[config.mk]
export PLATFORM = sky130hd
export DESIGN_NAME = pc_fetch_unit
export DESIGN_NICKNAME = d
export VERILOG_FILES = /design/src/rtl/pc_fetch_unit_pkg.sv /design/src/rtl/pc_fetch_unit_next_pc_calc.sv /design/src/rtl/pc_fetch_unit.sv
export SDC_FILE = /design/constraint.sdc
export NUM_CORES = 1
export LEC_CHECK = 0
export CAP_MARGIN = 20
export CELL_PAD_IN_SITES_DETAIL_PLACEMENT = 1
export CELL_PAD_IN_SITES_GLOBAL_PLACEMENT = 1
export CORE_MARGIN = 5
export CORE_UTILIZATION = 29
export DETAILED_ROUTE_END_ITERATION = 16
export PLACE_DENSITY = 0.63
export SLEW_MARGIN = 0
export SYNTH_ARGS = -nofsm -noshare
export SYNTH_HDL_FRONTEND = slang
export SYNTH_HIERARCHICAL = 1
export SYNTH_SLANG_ARGS = --single-unit
[constraint.sdc]
create_clock -name clock -period 4.9 [get_ports clock]
set_input_delay 0.98 -clock clock [delete_from_list [all_inputs] [get_ports clock]]
set_output_delay 0.98 -clock clock [all_outputs]
set_load 0.01 [all_outputs]
[src/rtl/pc_fetch_unit_pkg.sv]
// Shared encodings for the fetch stage: next-PC select codes and fetch FSM states.
package pc_fetch_unit_pkg;

   localparam int unsigned XLEN = 32;

   localparam logic [1:0] PC_4     = 2'b00;
   localparam logic [1:0] PC_14BIT = 2'b01;
   localparam logic [1:0] PC_24BIT = 2'b10;
   localparam logic [1:0] PC_HOLD  = 2'b11;

   typedef enum logic [1:0] {
      ST_IDLE = 2'b00,
      ST_REQ  = 2'b01,
      ST_WAIT = 2'b10
   } fetch_state_t;

endpackage

[src/rtl/pc_fetch_unit_next_pc_calc.sv]
// Combinational next-PC: sign-extends halfword offsets, scales to bytes, adds modulo 2^32.
module next_pc_calc
   import pc_fetch_unit_pkg::*;
(
   input  logic [XLEN-1:0] pc,
   input  logic [1:0]      pc_select,
   input  logic [13:0]     imm_14bit,
   input  logic [23:0]     imm_24bit,
   output logic [XLEN-1:0] next_pc_c
);

   logic [XLEN-1:0] off14_c;
   logic [XLEN-1:0] off24_c;

   assign off14_c = {{(XLEN-15){imm_14bit[13]}}, imm_14bit, 1'b0};
   assign off24_c = {{(XLEN-25){imm_24bit[23]}}, imm_24bit, 1'b0};

   always_comb begin
      next_pc_c = pc;
      case (pc_select)
         PC_4:     next_pc_c = pc + XLEN'(4);
         PC_14BIT: next_pc_c = pc + off14_c;
         PC_24BIT: next_pc_c = pc + off24_c;
         default:  next_pc_c = pc;
      endcase
   end

endmodule

[src/rtl/pc_fetch_unit.sv]
// Instruction fetch stage: owns PC and IR, fetches over a ready handshake.
// Optional alignment fault reporting is enabled by defining FETCH_ALIGN_CHECK_EN.
module pc_fetch_unit
   import pc_fetch_unit_pkg::*;
#(
   parameter logic [31:0] RESET_PC  = 32'h0000_0000,
   parameter int unsigned IM_ADDR_W = 10,
   parameter logic [31:0] IR_RESET  = 32'h0000_0000
) (
   input  logic                 clock,
   input  logic                 reset,
   input  logic                 enable_fetch,
   input  logic                 enable_writeback,
   input  logic [1:0]           pc_select,
   input  logic [13:0]          imm_14bit,
   input  logic [23:0]          imm_24bit,
   output logic [IM_ADDR_W-1:0] im_addr,
   output logic                 im_read,
   input  logic                 im_ready,
   input  logic [31:0]          im_rdata,
   output logic [31:0]          instruction,
   output logic [31:0]          pc,
`ifdef FETCH_ALIGN_CHECK_EN
   output logic                 misalign_fault,
`endif
   output logic                 fetch_busy,
   output logic                 fetch_done
);

   fetch_state_t    state;
   fetch_state_t    state_nxt;
   logic            im_read_nxt;
   logic            fetch_done_nxt;
   logic            capture_c;
   logic            latch_c;
   logic [31:0]     next_pc_c;
`ifdef FETCH_ALIGN_CHECK_EN
   logic            fault_set_c;
`endif

   next_pc_calc u_next_pc_calc (
      .pc        (pc),
      .pc_select (pc_select),
      .imm_14bit (imm_14bit),
      .imm_24bit (imm_24bit),
      .next_pc_c (next_pc_c)
   );

   // Next-state and next-output decode
   always_comb begin
      state_nxt      = state;
      im_read_nxt    = 1'b0;
      fetch_done_nxt = 1'b0;
      capture_c      = 1'b0;
      latch_c        = 1'b0;
`ifdef FETCH_ALIGN_CHECK_EN
      fault_set_c    = 1'b0;
`endif
      case (state)
         ST_IDLE: begin
            if (enable_fetch) begin
`ifdef FETCH_ALIGN_CHECK_EN
               if (pc[1:0] != 2'b00) begin
                  fault_set_c = 1'b1;
               end else begin
                  state_nxt   = ST_REQ;
                  im_read_nxt = 1'b1;
                  capture_c   = 1'b1;
               end
`else
               state_nxt   = ST_REQ;
               im_read_nxt = 1'b1;
               capture_c   = 1'b1;
`endif
            end
         end
         ST_REQ, ST_WAIT: begin
            if (im_ready) begin
               state_nxt      = ST_IDLE;
               latch_c        = 1'b1;
               fetch_done_nxt = 1'b1;
            end else begin
               state_nxt   = ST_WAIT;
               im_read_nxt = 1'b1;
            end
         end
         default: state_nxt = ST_IDLE;
      endcase
   end

   // State and registered outputs; im_addr captures the pre-writeback PC at REQ entry
   always_ff @(posedge clock or posedge reset) begin
      if (reset) begin
         state       <= ST_IDLE;
         im_read     <= 1'b0;
         fetch_busy  <= 1'b0;
         fetch_done  <= 1'b0;
         im_addr     <= RESET_PC[IM_ADDR_W+1:2];
         instruction <= IR_RESET;
         pc          <= RESET_PC;
`ifdef FETCH_ALIGN_CHECK_EN
         misalign_fault <= 1'b0;
`endif
      end else begin
         state      <= state_nxt;
         im_read    <= im_read_nxt;
         fetch_busy <= (state_nxt != ST_IDLE);
         fetch_done <= fetch_done_nxt;
         if (capture_c) im_addr <= pc[IM_ADDR_W+1:2];
         if (latch_c) instruction <= im_rdata;
         if (enable_writeback) pc <= next_pc_c;
`ifdef FETCH_ALIGN_CHECK_EN
         if (fault_set_c) misalign_fault <= 1'b1;
`endif
      end
   end

endmodule

==> results of run 1 <==
==> path summary, 6_finish.rpt <==
check                                   from               to  slack (ns)  cells past startpoint
worst min-delay path              im_addr[5]       im_addr[5]        0.51                      1
max in group asynchronous              reset           pc[21]        2.81                      3
min in group asynchronous              reset  instruction[27]        1.09                      2
worst min register to register    im_addr[5]       im_addr[5]        0.51                      1
worst max register to register         pc[4]           pc[31]        1.60                      8
worst max-delay path            pc_select[1]           pc[20]        0.51                     14
==> power breakdown <==
group          switching [W]  internal (W)
clock network       0.000315      0.000366
logic                0.00135       0.00157
registers           0.000400      0.000959
total                0.00206       0.00289
==> cells by family (layout without fill, tap and decap cells) <==
group	after synthesis	count (layout)
DFF	79	79
buffers and inverters	59	211
and+or+nand+nor	189	189
muxes	96	96
xor gates and xnor gates	26	26
adders and majority gates	43	43
AOI/OAI and AO/OA	172	172
==> registers in the layout (all words and copies together), names as in the netlist <==
| register | count |
|---|---|
| im_read | 1 |
| state | 2 |
| instruction | 32 |
| fetch_busy | 1 |
| im_addr | 10 |
| fetch_done | 1 |
| pc | 32 |
==> layer usage <==
metal | track usage [%] | part of all wire [%]
met5 | 0 | 0
met3 | 5.53 | 7.7
met2 | 29.9 | 49
met4 | 3.68 | 1.1
met1 | 20.4 | 43
==> metrics by stage <==
stage	utilization, %	worst slack (ns)	cell area (um2)
2_1_floorplan	-	0.747	6260
4_1_cts	39.7	0.536	8390
5_1_grt	39.7	0.232	8390
3_5_place_dp	38.3	0.181	8100
3_3_place_gp	38.3	0.286	8100
6_report	39.7	0.508	8390
==> Yosys cell counts (3+ instances only) <==
master                     number
sky130_fd_sc_hd__o22ai_1        5
sky130_fd_sc_hd__a21oi_1       48
sky130_fd_sc_hd__mux2i_1        6
sky130_fd_sc_hd__o211a_1        3
sky130_fd_sc_hd__nor2_1        32
sky130_fd_sc_hd__o21ai_0       40
sky130_fd_sc_hd__dfrtp_1       79
sky130_fd_sc_hd__o221ai_1       5
sky130_fd_sc_hd__ha_1          42
sky130_fd_sc_hd__nand4_1       14
sky130_fd_sc_hd__a21o_1        21
sky130_fd_sc_hd__or4_1          4
sky130_fd_sc_hd__a22oi_1        9
sky130_fd_sc_hd__buf_2          3
sky130_fd_sc_hd__xnor2_1       12
sky130_fd_sc_hd__nand2b_1       7
sky130_fd_sc_hd__nand2_1       71
sky130_fd_sc_hd__xor2_1        14
sky130_fd_sc_hd__o21bai_1       4
sky130_fd_sc_hd__clkbuf_1      18
sky130_fd_sc_hd__mux2_1         6
sky130_fd_sc_hd__mux2_4        29
sky130_fd_sc_hd__nor2b_1        4
sky130_fd_sc_hd__and3_1         4
sky130_fd_sc_hd__buf_1          4
sky130_fd_sc_hd__buf_6          7
sky130_fd_sc_hd__inv_1         26
sky130_fd_sc_hd__o21a_1         8
sky130_fd_sc_hd__a41oi_1        3
sky130_fd_sc_hd__nand3_1       18
sky130_fd_sc_hd__mux2_2        55
sky130_fd_sc_hd__nor3_1        17
==> final cells by class <==
| class | count | area, um2 | share of cell area, % |
|---|---|---|---|
| clock buffer | 10 | 239 | 2.85 |
| timing repair buffer | 169 | 1680 | 20.0 |
| sequential | 79 | 1980 | 23.6 |
| tap | 275 | 344 | 4.10 |
| inverter | 26 | 98.8 | 1.18 |
| clock inverter | 6 | 52.6 | 0.626 |
| multi-input combinational | 526 | 4010 | 47.7 |
==> metrics, run 1 <==
post-synthesis share of cell area spent on and, or, nand and nor gates=14.9%; clock latency on the worst-skew pair=0.35 ns; final HPWL from detailed placement=16200 um; Top FF cell, synth=sky130_fd_sc_hd__dfrtp_1; number of buffers and inverters on the critical path=2; average cell area after synthesis=9.43 um2; final critical-path required period=4.39 ns; Worst Path Max Fanout=12; EDFF count, synth=0; number of antenna violations at the first check in global routing=0; Worst Path Arrival=4.63 ns; clock transition at the register clock pins on the worst setup and hold paths after CTS=0.07 ns; fraction of layout cells with a size suffix above 1=16.3%; most used cells in the layout excluding fill and tap cells=sky130_fd_sc_hd__clkdlybuf4s50_1, sky130_fd_sc_hd__dfrtp_1, sky130_fd_sc_hd__nand2_1; status=complete, no violations; # H-tree levels=3; Max-Cap Viols=0; leakage power total=3.67 nW; Peak Freq=228 MHz; die span in y=157 um; critical path endpoint category=flip-flop; Ant. Diodes=0; number of setup violations in the final report=0; core area=21200 um2; cell accounting for the most synthesized area=sky130_fd_sc_hd__dfrtp_1; FILL cells=2426; Worst Hold Slack=0.511 ns; via count of the routed design=5692; Resize count post-CTS=0; sum of negative setup slack=0 ns; detailed-routing iteration count for the pre-antenna-repair pass=4; deepest clock path buffer count=2; combinational family with the most area after synthesis=multiplexers; Post-Synthesis Net Count=784; Worst path slowest cell=sky130_fd_sc_hd__clkdlybuf4s50_1; data required time at the worst endpoint=5.14 ns; part of the cycle the worst path needs=89.6%; post-route DRC violation count=0; area fraction in compound gates after synthesis=17.8%; Iteration-0 DRC Markers=128; sequential-to-total area share from yosys stat=31.6%; aggregate global routing overflow=0; maximum cell stage delay along the critical path=0.55 ns; Nets=931; crit-path cells=clkdlybuf4s50_1 -> ha_1 -> buf_12 -> mux2_2 -> ha_1 -> a21o_1 -> a31oi_1 -> a21oi_1 -> or2_2 -> a21boi_0 -> o21ai_0 -> xnor2_1 -> o21ai_0 -> mux2_2; die width=157 um; overall routing resource usage=17.0%; mux contribution to synthesized area=18.9%; most frequent standard cell in the layout excluding fill and tap cells=sky130_fd_sc_hd__clkdlybuf4s50_1; IO Count=154; Finished Layout Cells=1091; Synth Area in XOR/XNOR=3.64%; GP Congestion=0.860; DRT Wirelength=20900 um; Clock Tree Root=sky130_fd_sc_hd__clkbuf_16; total die area=24600 um2; initial core utilization=29.6%; wire length of the first global-routing pass=33500 um; area growth from synthesis to layout=34.0%; TritonCTS clock tree=done; largest cells by area after synthesis=sky130_fd_sc_hd__dfrtp_1, sky130_fd_sc_hd__mux2_2, sky130_fd_sc_hd__ha_1; number of standard cells after synthesis=664; number of clock sinks=79; crit start category=input pin; Inst Count DP=1075; RSZ-0062 raised after global routing=no; Buffers on Ports=153; number of post-CTS setup repair buffers=0; vias in the first global route=6292; worst clock skew=0.00878 ns; fraction of registers with async set/reset=100%; maximum vdd drop=0.338 mV; path type of the worst setup path=input pin to flip-flop; per-cell via count in the routed design=5.22; routed length per instance=19.2 um; register bit total from synthesis=79; actual slew at the worst max-slew pin=1.04 ns; Std-Cell Rows=53; library cells used by synthesis=66; largest net degree at the start of global routing=49; count of synthesis-stage warnings from yosys=6; Fin. Hold Viols=0; fraction of post-synthesis cell area in the top cell type by area=31.6%; areal power density over the cells=591 nW/um2; Crit path max-delay family=compound AO/OA/AOI/OAI gates; total chip power=0.00496 W; post-synthesis cell area=6260 um2; relative slew slack=30.4%; Post-CTS Hold Fix Bufs=0; number of buffers created by CTS=9; number of nets with antenna violations after detailed routing=0; max-slew violation count=0; adder and majority gate portion of the synthesized area=8.71%; Min-Delay Path Class=flip-flop to flip-flop
Power figures use the tool's default switching activity.
==> run 2, diff against run 1 <==
--- a/config.mk
+++ b/config.mk
@@ -17,3 +17,4 @@
 export SYNTH_HDL_FRONTEND = slang
 export SYNTH_HIERARCHICAL = 1
 export SYNTH_SLANG_ARGS = --single-unit
+export TNS_END_PERCENT = 1
==> results of run 2 <==
The final DEF is identical to that of run 1; final timing and power are the same.
